$ cat src/rtl/neb_uart_tx_if.sv
// ---------------------------------------------------------------------------
// neb_uart_tx_if
// Byte handshake between a producer (the datapath) and the UART transmitter.
//
// Handshake: the producer drives in_data and raises in_valid; the transmitter
// raises in_ready when it can take a byte. A byte moves only on a rising clock
// edge where in_valid && in_ready are both high. in_data is sampled only on that
// edge. The producer may drop or change in_valid/in_data at any time while
// in_ready is low; nothing is queued.
//
// Signals:
//   in_data  [7:0]  byte to transmit            (producer -> transmitter)
//   in_valid        producer has a byte          (producer -> transmitter)
//   in_ready        transmitter can accept       (transmitter -> producer)
// ---------------------------------------------------------------------------
interface neb_uart_tx_if;
  logic [7:0] in_data;
  logic       in_valid;
  logic       in_ready;

  modport master (output in_data, output in_valid, input in_ready);
  modport slave  (input in_data, input in_valid, output in_ready);
endinterface

$ cat src/rtl/neb_uart_tx.sv
// ---------------------------------------------------------------------------
// neb_uart_tx
// UART transmitter: accepts one byte over a valid/ready handshake and sends it
// LSB first as start bit, 8 data bits, optional parity bit, 1 or 2 stop bits.
//
// Ports:
//   clk        system clock, all state changes on the rising edge
//   rst        synchronous reset, active-high
//   in_bus     slave side of neb_uart_tx_if (in_data, in_valid, in_ready)
//   tx         serial line, idle high, registered
//   busy       high while a frame is in progress, registered
//   done       one-cycle pulse in the cycle after the last stop cycle
//   state_dbg  current FSM state, for observation only
// ---------------------------------------------------------------------------
module neb_uart_tx #(
  parameter int CLKS_PER_BIT = 16,
  parameter int PARITY_EN    = 0,
  parameter int PARITY_ODD   = 0,
  parameter int STOP_BITS    = 1
) (
  input  logic               clk,
  input  logic               rst,
  neb_uart_tx_if.slave       in_bus,
  output logic               tx,
  output logic               busy,
  output logic               done,
  output logic [2:0]         state_dbg
);

  localparam logic [2:0] ST_IDLE   = 3'd0;
  localparam logic [2:0] ST_START  = 3'd1;
  localparam logic [2:0] ST_DATA   = 3'd2;
  localparam logic [2:0] ST_PARITY = 3'd3;
  localparam logic [2:0] ST_STOP   = 3'd4;

  localparam int            CW        = $clog2(CLKS_PER_BIT);
  localparam logic [CW-1:0] CYC_LAST  = CW'(CLKS_PER_BIT - 1);
  localparam logic [2:0]    STOP_LAST = 3'(STOP_BITS - 1);

  logic [2:0]    state;
  logic [CW-1:0] cyc;
  // Indexes data bits in DATA and counts stop bits in STOP.
  logic [2:0]    bit_idx;
  // Holds the accepted byte unchanged for the whole frame so parity can be
  // computed from it at the end of the data bits.
  logic [7:0]    data_q;
  logic          parity_bit;

  assign parity_bit      = (PARITY_ODD != 0) ? ~^data_q : ^data_q;
  assign in_bus.in_ready = (state == ST_IDLE) && !rst;
  assign state_dbg       = state;

  always_ff @(posedge clk) begin
    if (rst) begin
      state   <= ST_IDLE;
      tx      <= 1'b1;
      busy    <= 1'b0;
      done    <= 1'b0;
      cyc     <= '0;
      bit_idx <= '0;
      data_q  <= '0;
    end else begin
      done <= 1'b0;
      if (state == ST_IDLE) begin
        // in_ready is high whenever we are here out of reset.
        if (in_bus.in_valid) begin
          data_q  <= in_bus.in_data;
          state   <= ST_START;
          tx      <= 1'b0;
          busy    <= 1'b1;
          cyc     <= '0;
          bit_idx <= '0;
        end
      end else if (cyc != CYC_LAST) begin
        cyc <= cyc + 1'b1;
      end else begin
        // Bit boundary: the only place tx is allowed to change.
        cyc <= '0;
        case (state)
          ST_START: begin
            state   <= ST_DATA;
            tx      <= data_q[0];
            bit_idx <= '0;
          end
          ST_DATA: begin
            if (bit_idx == 3'd7) begin
              bit_idx <= '0;
              if (PARITY_EN != 0) begin
                state <= ST_PARITY;
                tx    <= parity_bit;
              end else begin
                state <= ST_STOP;
                tx    <= 1'b1;
              end
            end else begin
              bit_idx <= bit_idx + 3'd1;
              tx      <= data_q[bit_idx + 3'd1];
            end
          end
          ST_PARITY: begin
            state   <= ST_STOP;
            tx      <= 1'b1;
            bit_idx <= '0;
          end
          ST_STOP: begin
            if (bit_idx == STOP_LAST) begin
              state   <= ST_IDLE;
              busy    <= 1'b0;
              done    <= 1'b1;
              bit_idx <= '0;
            end else begin
              bit_idx <= bit_idx + 3'd1;
            end
          end
          default: begin
            state   <= ST_IDLE;
            tx      <= 1'b1;
            busy    <= 1'b0;
            bit_idx <= '0;
          end
        endcase
      end
    end
  end

endmodule

$ cat src/flat_wrapper.sv
// flat-port wrapper written by rule: the top's interface ports become plain ports
module neb_uart_tx_flat 
#(
  parameter int CLKS_PER_BIT = 16,
  parameter int PARITY_EN    = 0,
  parameter int PARITY_ODD   = 0,
  parameter int STOP_BITS    = 1
)
  (clk, rst, tx, busy, done, state_dbg, in_bus_in_data, in_bus_in_valid, in_bus_in_ready);
  neb_uart_tx_if in_bus_i ();
  input  logic clk;
  input  logic rst;
  output logic tx;
  output logic busy;
  output logic done;
  output logic [2:0] state_dbg;
  input wire logic [$bits(in_bus_i.in_data)-1:0] in_bus_in_data;
  input wire logic [$bits(in_bus_i.in_valid)-1:0] in_bus_in_valid;
  output wire logic [$bits(in_bus_i.in_ready)-1:0] in_bus_in_ready;
  assign in_bus_i.in_data = in_bus_in_data;
  assign in_bus_i.in_valid = in_bus_in_valid;
  assign in_bus_in_ready = in_bus_i.in_ready;
  neb_uart_tx #(.CLKS_PER_BIT(CLKS_PER_BIT), .PARITY_EN(PARITY_EN), .PARITY_ODD(PARITY_ODD), .STOP_BITS(STOP_BITS)) u_core (.clk(clk), .rst(rst), .in_bus(in_bus_i), .tx(tx), .busy(busy), .done(done), .state_dbg(state_dbg));
endmodule
$ cat config.mk
export PLATFORM = sky130hd
export DESIGN_NAME = neb_uart_tx_flat
export DESIGN_NICKNAME = d
export VERILOG_FILES = /design/src/rtl/neb_uart_tx_if.sv /design/src/rtl/neb_uart_tx.sv /design/src/flat_wrapper.sv
export SDC_FILE = /design/constraint.sdc
export NUM_CORES = 1
export LEC_CHECK = 0
export BUFFER_PORTS_ARGS = -buffer_cell sky130_fd_sc_hd__buf_2
export CAP_MARGIN = 20
export CORE_MARGIN = 2
export CORE_UTILIZATION = 47
export CTS_CLUSTER_DIAMETER = 200
export DETAILED_ROUTE_END_ITERATION = 12
export PLACE_DENSITY = 0.71
export SETUP_SLACK_MARGIN = 0.5
export SLEW_MARGIN = 15
export SYNTH_ARGS = -nofsm -noshare
export SYNTH_HDL_FRONTEND = slang
export SYNTH_SLANG_ARGS = --single-unit
$ cat constraint.sdc
create_clock -name clk -period 1.8 [get_ports clk]
set_input_delay 0.36 -clock clk [delete_from_list [all_inputs] [get_ports clk]]
set_output_delay 0.36 -clock clk [all_outputs]
set_load 0.01 [all_outputs]
Word level (Yosys, flattened, before mapping):

Cells that the tools add are included.

* add/subtract/negate cells: 2
* multipliers: 0
* div/mod/pow operators: 0
* order comparisons: 1
* equal/unequal tests: 12
* shift-type cells: 0
* muxes and demuxes: 28
* bitwise gates (word level): 1
* reductions and logical operators: 11

Operator list (count)
* $mux W3: 10
* $mux W4: 3
* $pmux W3 S4: 1
* $mux W1: 10
* $reduce_and A4 Y1: 2
* $eq A3 B2 Y1 const B: 2
* $eq A3 B3 Y1 const B: 2
* $logic_not A3 Y1: 2
* $ne A2 B1 Y1 const B: 3
* $ne A3 B1 Y1 const B: 2
* $pmux W3 S2: 1
* $add A4 B1 Y4 const B: 1
* $lt A3 B4 Y1 const B: 1
* $ne A4 B4 Y1 const B: 1
* $reduce_and A2 Y1: 2
* $reduce_or A4 Y1: 1
* $add A3 B1 Y3 const B: 1
* $bmux W1 S3: 1
* $eq A3 B1 Y1 const B: 1
* $pmux W1 S3: 1
* $reduce_and A3 Y1: 1
* $reduce_or A3 Y1: 1
* $ne A2 B2 Y1 const B: 1
* $pmux W1 S2: 1
* other kinds (3): 3

* flip-flop bits (word level): 21
* latch bits: 0
* memory bits (writable): 0
* ROM bits: 0
* input bits: 11
* output and inout bits: 7
* logic and storage cells: 62
* memories: 0

Longest topological paths before layout:

* word-level depth: 7
* depth in mapped cells: 7
* mapped depth without buffers: 6

Worst setup path before layout:

No wires, ideal clock.

* path type: flip-flop to flip-flop
* from: register u_core.bit_idx[0]
* to: register u_core.tx
* setup time: 0.130 ns
* arrival time: 1.573 ns
* required time: 1.670 ns
* path slack: 0.096 ns
* stages on the path, launching flop included: 6
* buffers on the path: 0
* clock period less this slack: 1.704 ns
* cells stage by stage: dfxtp_1 -> ha_1 -> ha_1 -> or4_1 -> a2111oi_2 -> o22ai_1

* word-level cells in the longest chain between the ends: 7
* elaborated cells between the ends (all ways): 8
* classes of those cells: 1 x add/sub; 1 x eq/ne; 6 x mux

Ends and longest elaborated chain
* start, declared: line neb_uart_tx.sv:43 `logic [2:0] bit_idx;`
* start signal, assigned: line neb_uart_tx.sv:96 `bit_idx <= bit_idx + 3'd1;`
* start signal, assigned: line neb_uart_tx.sv:112 `bit_idx <= bit_idx + 3'd1;`
* $add A3 B1 Y3: line neb_uart_tx.sv:97 `tx <= data_q[bit_idx + 3'd1];`
* $bmux W1 S3: line neb_uart_tx.sv:97
* $mux W1 (not written as such): line neb_uart_tx.sv:97
* $mux W1 *: line neb_uart_tx.sv:86 `if (bit_idx == 3'd7) begin`
* $pmux W1 S3 *: line neb_uart_tx.sv:79 `case (state)`
* $mux W1 *: line neb_uart_tx.sv:74 `end else if (cyc != CYC_LAST) begin`
* $mux W1 *: line neb_uart_tx.sv:64 `if (state == ST_IDLE) begin`
* end signal, assigned: line neb_uart_tx.sv:82 `tx <= data_q[0];`
* end signal, assigned: line neb_uart_tx.sv:90 `tx <= parity_bit;`
* end signal, assigned: line neb_uart_tx.sv:97
* end, declared: line neb_uart_tx.sv:24 `output logic tx,`

Every way passes the cells marked *; elsewhere a longest branch is shown, timed or not. The select of a mux whose other input is x is not followed.
A chain may end at the register's enable or synchronous reset.

Worst setup path in the final report:

* from: register u_core.state[1], in the netlist u_core.state_dbg[1]
* to: output in_bus_in_ready

* word-level cells in the longest chain between the ends: 2

Ends and longest elaborated chain
* start, declared: line neb_uart_tx.sv:40 `logic [2:0] state;`
* start signal, assigned: line neb_uart_tx.sv:55 `state <= ST_IDLE;`
* start signal, assigned: line neb_uart_tx.sv:68 `state <= ST_START;`
* start signal, assigned: line neb_uart_tx.sv:81 `state <= ST_DATA;`
* $logic_not A3 Y1: line neb_uart_tx.sv:50 `assign in_bus.in_ready = (state == ST_IDLE) && !rst;`
* $logic_and A1 B1 Y1: line neb_uart_tx.sv:50
* end, declared: line flat_wrapper.sv:19 `output wire logic [$bits(in_bus_i.in_ready)-1:0] in_bus_in_ready;`

Every way passes these cells.

==> flow_summary.toml <==
[critical_path]
endpoint_kind = "primary output"
worstPathRequired_ns = 1.44
cp_max_fo = 3
arrival_ns = 1.29
path_class = "register to primary output"
reg2reg_slack_ns = 0.20
worst_setup_path_start_kind = "register"

[yosys]
async_flop_share_pct = 0
avgSynthCellArea_um2 = 8.55
synth_edf_count = 0
yosys-top-cells-count = "21 x dfxtp_1, 21 x nand2_1, 15 x a21oi_1"
yosys_warnings = 0
netlist_instances = 125
ys_types = 32
yosys-top-cells-area = "dfxtp_1 39%, nand2_1 7.4%, a21oi_1 7.0%"
synth_flop_cell = "dfxtp_1"
syn_area_um2 = 1070
synthesis.nets = 140
synth_top_area_share_pct = 39.3
synth_top_area_cell = "dfxtp_1"
yosysSeqAreaShare_pct = 39.3
yosys_register_bits = 21

[place]
hpwl_um = 1620
io_buffers = 17
gp_congestion = 0.832

[drt]
ant_nets = 0
drt_iter0_markers = 23
viasPerCell = 5.57
drc = 0
routed_wl_um = 2990
dr.pass1.iters = 4
vias = 1053
wire_per_inst_um = 15.8

[sta]
hold_viol = 0
whs_ns = 0.260
fmax_mhz = 606
period_needed_ns = 1.65
slew_headroom_pct = 75.9
fin_skew_ns = 0.00740
setup_viol = 0
finalMaxSlewViolations = 0
rsz0062_at_grt = "yes"
worst_slew_pin_slew_ns = 0.359
finalCritPeriodShare_pct = 91.7
finalSetupTns_ns = 0

[floorplanning]
pin_count = 18
initial_core_util_pct = 48.8
die_w_um = 51.7
rows = 17
die_h_um = 51.7
die_area_um2 = 2670
core_um2 = 2190

[cts]
numCtsBuffers = 3
cts_max_path_buffers = 2
cts.sinks = 21
htree_levels = 1
clkTransAtPathRegs_ns = 0.13
cts_tree = "done"
clockRootBuffer = "clkbuf_4"
ctsHoldBuffers = 0
clkLatencyLatePin_ns = 0.32

[grt]
grt_pass1_wl_um = 4030
antenna_found_initial = 0
grt_pass1_vias = 913
grt_start_max_net_pins = 15
grt_usage_pct = 20.5
grt-ovfl-total = 0

[final_layout]
fillers = 159
nets = 177
drive_gt1_share_pct = 57.1
syn_to_final_growth_pct = 50.7
utilization_pct = 73.5
antennaDiodeCount = 0

[min_path]
hp-class = "input port to register"

[power]
power_density_nw_per_um2 = 644
leakage_nw = 0.642
power_mw = 1.04
peakVddDrop_mv = 0.586

[job]
max-cap-violations = 0

[outcome]
status = "finished, final reports clean"
what timing repair did:
| item | 4_1_cts | 5_1_grt |
|---|---|---|
| resized for setup | 28 | 26 |
| setup endpoints to repair | 20 | 23 |
| cloned | 0 | 2 |
| pin swaps | 8 | 15 |
| setup buffers | 9 | 5 |
layout by cell type (no fill, tap or decap), types with 3 or more instances in the layout:
master,Yosys,layout
a21oi_1,15,9
a21oi_2,2,7
buf_2,2,16
buf_4,0,15
buf_6,2,7
clkbuf_4,0,3
dfxtp_1,21,14
dfxtp_2,0,5
ha_4,0,3
mux2i_1,3,3
nand2_1,21,14
nand2_2,0,4
nand2_4,0,4
nor2_1,8,6
o21ai_0,6,4
metal layers:
metal | global-route usage, % | wire [um] | vias up
li1 | - | - | 510
met1 | 26.3 | 1300 | 493
met2 | 34.2 | 1460 | 39
met3 | 3.45 | 117 | 11
met4 | 8.33 | 111 | 0
met5 | 0 | 0 | -
sequential cells by signal (all words and copies together), names as in the netlist:
name              cells
u_core.bit_idx        3
u_core.state_dbg      3
u_core.busy           1
u_core.tx             1
u_core.cyc            4
u_core.done           1
u_core.data_q         8
stage by stage:
stage               worst slack [ns]  cell area (um2)  cells
finish                         0.149             1610    189
global placement               0.168             1240    169
global route                   0.123             1610    189
CTS                            0.180             1470    182
floorplan                      0.198             1130    125
detailed placement             0.130             1240    169
where the power goes:
part / internal (mW) / leakage (nW) / switching (mW)
registers: 0.491 / 0.175 / 0.0177
logic: 0.133 / 0.449 / 0.154
clock network: 0.0833 / 0.0177 / 0.158
total: 0.707 / 0.642 / 0.330
cells by family (layout without fill, tap and decap cells):
| kind of cell | Yosys count | after routing | share of synthesized area, % |
|---|---|---|---|
| AO/OA/AOI/OAI | 29 | 29 | 16.7 |
| adder cells (fa/ha/maj) | 4 | 4 | 4.68 |
| AND/OR/NAND/NOR | 54 | 55 | 26.3 |
| multiplexers | 6 | 6 | 7.38 |
| flip-flops | 21 | 21 | 39.3 |
| buffers and inverters | 11 | 46 | 5.50 |
worst paths after layout:
check	start	endpoint	cells after the start
setup / recovery	u_core.state_dbg[1]	in_bus_in_ready	3
hold / removal	in_bus_in_data[6]	u_core.data_q[6]	3
setup reg to reg	u_core.bit_idx[0]	u_core.tx	5
hold reg to reg	u_core.data_q[6]	u_core.data_q[6]	2
worst max-delay path: stages (launching register included):
cell	delay, ns
dfxtp_4	0.37
or3_4	0.42
nor2_4	0.09
buf_6	0.10
area by class of cell:
type	count	area (um2)	area share, %
Clock buffer	3	22.5	1.40
Clock inverter	1	5.00	0.311
Inverter	4	15.0	0.932
Multi-Input combinational cell	94	827	51.4
Sequential cell	21	434	27.0
Tap cell	28	35.0	2.18
Timing Repair Buffer	38	272	16.9
(Power assumes the default switching activity.)
